`src/rtl/cpu_pkg.sv`:
```
// Shared CPU types and constants used by the divider writeback buffer.
package cpu_pkg;

  localparam int unsigned ROB_LEN      = 16;
  localparam int unsigned IDX_W        = $clog2(ROB_LEN);
  localparam int unsigned WB_DEPTH_DIV = 4;

  typedef struct packed {
    logic [IDX_W-1:0] rob_idx;
    logic [6:0]       rd;
    logic [31:0]      data;
  } wb_entry_t;

endpackage

```
`src/rtl/div_wb_buffer.sv`:
```
// Result FIFO between the pipelined divider and the CDB arbiter. It stalls the divider when
// full and drops mispredict-squashed results, both queued and arriving.
module div_wb_buffer
  import cpu_pkg::*;
#(
  parameter int unsigned Depth = WB_DEPTH_DIV
) (
  input  logic               clk,
  input  logic               rst,
  input  logic               mispredict,
  input  logic [ROB_LEN-1:0] flush_mask,
  input  logic               div_o_valid,
  input  logic [IDX_W-1:0]   div_o_rob_idx,
  input  logic [6:0]         div_o_rd,
  input  logic [31:0]        div_o_data,
  output logic               div_i_ready,
  output logic               cdb_valid,
  input  logic               cdb_ready,
  output logic [IDX_W-1:0]   cdb_rob_idx,
  output logic [6:0]         cdb_rd,
  output logic [31:0]        cdb_data
);

  localparam int unsigned AddrW = $clog2(Depth);
  localparam int unsigned PtrW  = AddrW + 1;

  logic [PtrW-1:0]  rd_ptr_q, rd_ptr_d;
  logic [PtrW-1:0]  wr_ptr_q, wr_ptr_d;
  logic [Depth-1:0] v_q, v_d;
  wb_entry_t        mem_q [Depth];

  logic [AddrW-1:0] rd_addr, wr_addr;
  logic             full, empty;
  logic             push, pop;
  logic             head_v, head_squash, arrival_kill;
  logic [Depth-1:0] flush_hit;
  wb_entry_t        head;

  assign rd_addr = rd_ptr_q[AddrW-1:0];
  assign wr_addr = wr_ptr_q[AddrW-1:0];
  assign empty   = (rd_ptr_q == wr_ptr_q);
  assign full    = (rd_ptr_q[AddrW] != wr_ptr_q[AddrW]) && (rd_addr == wr_addr);

  // Per-entry squash compare against the entry's own ROB index.
  for (genvar i = 0; i < Depth; i++) begin : g_flush
    assign flush_hit[i] = mispredict & flush_mask[mem_q[i].rob_idx];
  end

  assign head         = mem_q[rd_addr];
  assign head_v       = v_q[rd_addr];
  assign head_squash  = flush_hit[rd_addr];
  assign arrival_kill = mispredict & flush_mask[div_o_rob_idx];

  assign div_i_ready = ~full;
  assign cdb_valid   = ~empty & head_v & ~head_squash;
  assign cdb_rob_idx = head.rob_idx;
  assign cdb_rd      = head.rd;
  assign cdb_data    = head.data;

  // A head being squashed this cycle leaves now rather than lingering one extra cycle.
  assign push = div_o_valid & ~full;
  assign pop  = ~empty & ((cdb_valid & cdb_ready) | ~head_v | head_squash);

  always_comb begin
    v_d      = v_q & ~flush_hit;
    rd_ptr_d = rd_ptr_q;
    wr_ptr_d = wr_ptr_q;
    if (pop) begin
      v_d[rd_addr] = 1'b0;
      rd_ptr_d     = rd_ptr_q + PtrW'(1);
    end
    if (push) begin
      v_d[wr_addr] = ~arrival_kill;
      wr_ptr_d     = wr_ptr_q + PtrW'(1);
    end
  end

  always_ff @(posedge clk) begin
    if (!rst) begin
      rd_ptr_q <= '0;
      wr_ptr_q <= '0;
      v_q      <= '0;
      for (int i = 0; i < Depth; i++) begin
        mem_q[i] <= '0;
      end
    end else begin
      rd_ptr_q <= rd_ptr_d;
      wr_ptr_q <= wr_ptr_d;
      v_q      <= v_d;
      if (push) begin
        mem_q[wr_addr] <= '{rob_idx: div_o_rob_idx, rd: div_o_rd, data: div_o_data};
      end
    end
  end

endmodule

```
`config.mk`:
```
export PLATFORM = sky130hd
export DESIGN_NAME = div_wb_buffer
export DESIGN_NICKNAME = d
export VERILOG_FILES = /design/src/rtl/cpu_pkg.sv /design/src/rtl/div_wb_buffer.sv
export SDC_FILE = /design/constraint.sdc
export NUM_CORES = 1
export LEC_CHECK = 0
export BUFFER_PORTS_ARGS = -buffer_cell sky130_fd_sc_hd__buf_2
export CAP_MARGIN = 20
export CORE_MARGIN = 1
export CORE_UTILIZATION = 58
export CTS_BUF_LIST = sky130_fd_sc_hd__clkbuf_16
export DETAILED_ROUTE_END_ITERATION = 8
export GPL_ROUTABILITY_DRIVEN = 0
export HOLD_SLACK_MARGIN = 0.05
export PLACE_DENSITY = 0.8
export SETUP_SLACK_MARGIN = 0.4
export SYNTH_ARGS = -nofsm -noshare
export SYNTH_HDL_FRONTEND = slang
export SYNTH_SLANG_ARGS = --single-unit
```
`constraint.sdc`:
```
create_clock -name clk -period 4.45 [get_ports clk]
set_clock_uncertainty 0.2 [all_clocks]
set_input_delay 0.445 -clock clk [delete_from_list [all_inputs] [get_ports clk]]
set_output_delay 0.445 -clock clk [all_outputs]
set_load 0.005 [all_outputs]
```
; ---- Word level (Yosys, flattened, before mapping)
; Memories as Yosys holds them, arrays and structs flattened. A register that Yosys moved wholly into a read port is not among the register bits.
; Index checks and enable logic that the tools add are counted.
[totals]
regBits = 10
ramBits = 172
input_bits = 64
wordCells = 73
mem_count = 1
[classes]
addsub = 2
magnitude_cmp = 9
eq_ne = 3
n_mux = 30
bitwise_logic = 21
n_reduce_logical = 4
[memory_table]
columns = name, depth, word_bits, rd, rd_clocked_by_memory_dff, write_ports, line
row1 = mem_q, 4, 43, 5, 1, 4, div_wb_buffer.sv:30  ; wb_entry_t mem_q [Depth];
[ops]
columns = op, n
row1 = 43-bit two-way mux, 1
row2 = 43-bit OR reduction, 1
row3 = 4-bit by 5-bit less-than comparator with 1-bit output (second input constant), 5
row4 = 1-bit binary-select mux with 4-bit select, 5
row5 = 1-bit two-way mux, 14
row6 = 1-bit AND, 10
row7 = 4-bit AND, 2
row8 = 4-bit two-way mux, 2
row9 = 4-bit inverter, 2
row10 = 3-bit by 1-bit adder with 3-bit output (second input constant), 2
row11 = 2-bit by 3-bit less-than comparator with 1-bit output (second input constant), 2
row12 = 2-bit two-way mux, 3
row13 = 1-bit inverter, 5
row14 = 1-bit binary-select mux with 2-bit select, 2
row15 = 4-bit bitwise mux, 1
row16 = 1-bit demux with 2-bit select, 2
row17 = 2-bit by 1-bit >= comparator with 1-bit output (second input constant), 2
row18 = 3-bit == test, 1
row19 = 1-bit logical AND, 3
row20 = 2-bit == test, 1
row21 = 1-bit bitwise OR, 2
row22 = 1-bit inequality test, 1

; ---- Longest topological paths before layout
[depth]
depth_word = 14
ltp_mapped = 8
ltp_nobuf = 6

; ---- Worst setup path before layout
; No wires, ideal clock.
[synth_path]
path_kind = reg-to-reg
startpoint = register rd_ptr_q[0]
endpoint = memory mem_q[2][0] (netlist bit) (enable)
setup_time_ns = 0.407
t_arrival_ns = 2.623
required_ns = 3.843
setup_slack_ns = 1.220
path_stages_with_launch = 8
n_path_buf = 1
period_less_slack_ns = 3.230
path_cell_list = dfxtp_1 -> clkbuf_1 -> xor2_1 -> nor2_1 -> a21boi_4 -> nand2_2 -> nor3_2 -> nand2b_1
[synth_rtl]
columns = item, line
row1 = start: declaration, div_wb_buffer.sv:27  ; logic [PtrW-1:0] rd_ptr_q, rd_ptr_d;
row2 = start signal: assignment, div_wb_buffer.sv:87  ; rd_ptr_q <= rd_ptr_d;
row3 = end: declaration, div_wb_buffer.sv:30

==> impl_metrics.ini <==
[route]
firstDrtPassIters = 5
drc = 0
drtIter0Drc = 399
drtAntennaViolNets = 0
wl_per_cell_um = 22.7
via_per_inst = 6.19
drt_wl_total_mm = 19.4
via_count = 5307

[cells_and_area]
drive_gt1_share_pct = 32.4
final_cell_mix = edfxtp_1 (172), and2_1 (131), buf_2 (108), mux4_2 (61), and3_1 (46)
multi_input_area_um2 = 3300
syn_to_final_growth_pct = 14.1
instances_no_fill = 857
fillers = 1005
seq_area_um2 = 5410
design_area_um2 = 10100
antennaDiodeCount = 0
layout_commonest_cell = edfxtp_1
nNetsFinal = 732

[worst_setup_path]
cp-end-kind = flop
arrival_ps = 3200
worstRegToRegCells = 7
reg2reg_slack_ps = 1170
max_stage_delay_ps = 610
cp_max_fo = 26
start_kind = flop
path_class = reg2reg
r2r_start = rd_ptr_q[0]
crit_slowest_cell = a21boi_4
required_ps = 4370
reg2reg_to = mem_q[2][12]
crit_chain = xor2_1, nor2_1, a21boi_4, nand2_2, nor3_4, nand2b_2, buf_12

[logic_synthesis]
synth.avg_cell_area_um2 = 15.9
ys_ff_latch = 184
synth_edf_count = 172
syn_area_um2 = 8890
synthesis.instances = 559
synth-seq-area-share_pct = 60.8
synth_warnings = 0
synth.distinct_cells = 43
async_reset_ff_share_pct = 0
syn_nets = 631
synth-main-ff-cell = edfxtp_1

[clock_network]
ctsResizeCount = 0
htree_levels = 4
clk_latency_ps = 430
cts_root_buffer = clkbuf_16
cts_buffers = 17
post-cts-setup-buffer-count = 0
clk_pin_slew_ps = 60
cts_hold_buf = 0
cts_num_sinks = 184
cts_buffer_depth = 2
cts_tree = yes

[die]
core-area_um2 = 14800
pin_count = 109
dieArea_um2 = 15800
initial_core_util_pct = 60.3
die_h_um = 126
fp-row-count = 44
die_w_um = 126

[placement]
dp_cells = 825
dpl.hpwl_mm = 12.2
placed_cell_area_um2 = 9640
io_buffers = 108

[timing]
rsz0062_at_grt = no
min_period_ps = 3280
tightest_slew_ps = 926
post-route-period-util_pct = 73.7
tns_ps = 0
relSlewSlack_pct = 38.2
hold_viol_final = 0
max_freq_mhz = 305
drv_slew = 0
setup_viol = 0

[power]
p_total_mw = 4.68
p_leak_nw = 4.01
ir_worst_vdd_v = 0.000339
p_per_area_nw_per_um2 = 461

[grt]
track_usage_pct = 25.9
grt_pass1_wl_mm = 30.0
grt_pass1_vias = 5439
antenna_found_initial = 0
grt_max_degree = 62
overflow = 0

[hold_path]
worstHoldPathCells = 2
hold-path-endpoint = mem_q[1][1]
hold_path.class = in2reg
worstHoldStart = div_o_data[1]

[flow_run]
drv_cap = 0

[run_status]
status = finished, final reports clean
[critical path: cells and delay by family (launching register included)]
kind            cells  cell delay (ps)
xor+xnor            1              220
compound gates      1              610
buf+inv             1              270
simple gates        4             1030
flops               1              590
[synth_stat cells, types with 5 or more instances]
| master | n | area share [%] |
|---|---|---|
| buf_2 | 12 | 0.68 |
| dfxtp_1 | 12 | 2.7 |
| ha_1 | 8 | 1.1 |
| buf_1 | 6 | 0.25 |
| nand3_1 | 5 | 0.28 |
| inv_1 | 9 | 0.38 |
| mux4_2 | 61 | 15 |
| nand2b_1 | 5 | 0.35 |
| and2_1 | 131 | 9.2 |
| nand2_1 | 11 | 0.46 |
| edfxtp_1 | 172 | 58 |
| and3_1 | 46 | 3.2 |
| mux2i_1 | 14 | 1.6 |
| clkbuf_1 | 15 | 0.63 |
[state kept, by name, summed over array words and instances, names as in the netlist, named ones only]
signal    count
v_q           4
mem_q       172
wr_ptr_q      3
rd_ptr_q      3
[how the worst max path moves through the flow]
stage                start           end  slack [ps]  depth (start not counted)
2_1_floorplan  rd_ptr_q[0]   mem_q[2][0]        1220                          7
3_3_place_gp   rd_ptr_q[0]  mem_q[2][14]        1320                          7
3_5_place_dp   rd_ptr_q[0]  mem_q[2][14]        1190                          7
4_1_cts        rd_ptr_q[0]  mem_q[2][12]        1170                          7
5_1_grt        rd_ptr_q[0]  mem_q[2][12]         980                          7
6_report       rd_ptr_q[0]  mem_q[2][12]        1170                          7
[where the power goes]
part,total (mW),switching (mW),leakage (nW),internal (mW)
Sequential,2.25,0.204,1.89,2.05
Combinational,1.10,0.499,1.86,0.604
Clock,1.33,0.600,0.268,0.726
Total,4.68,1.30,4.01,3.38
[metrics by stage]
step / worst slack [ps] / hold slack (ps) / utilization, %
global route: 983 / 124 / 68.8
global placement: 1320 / 251 / 65.2
detailed placement: 1190 / 290 / 65.3
finish: 1170 / 121 / 68.8
floorplan: 1220 / 240 / -
CTS: 1170 / 102 / 68.8
[kinds of logic (layout without fill, tap and decap cells)]
group           Yosys count  count (layout)  synth area share [%]
fa+ha+maj                 8               8                  1.13
compound gates           22              22                  1.97
flops                   184             184                  60.8
mux                      79              79                  18.2
simple gates            216             216                  15.1
xor+xnor                  5               5                 0.492
buf+inv                  45             159                  2.35
[final cells by class]
cell class	count	area share [%]
Clock inverter	14	0.616
Clock buffer	18	4.44
Timing Repair Buffer	118	6.56
Sequential cell	184	53.3
Tap cell	184	2.27
Multi-Input combinational cell	330	32.5
Inverter	9	0.333
[layer usage]
layer  part of all wire [%]  wire length [um]  track usage [%]  vias up
met1                     40              7780             32.6     2690
met2                     50              9790             42.8      217
met4                    3.0               581             11.4        0
met5                      0                 0                0        -
met3                    6.5              1260             6.54       52
li1                       -                 -                -     2348
(Power assumes the default switching activity.)
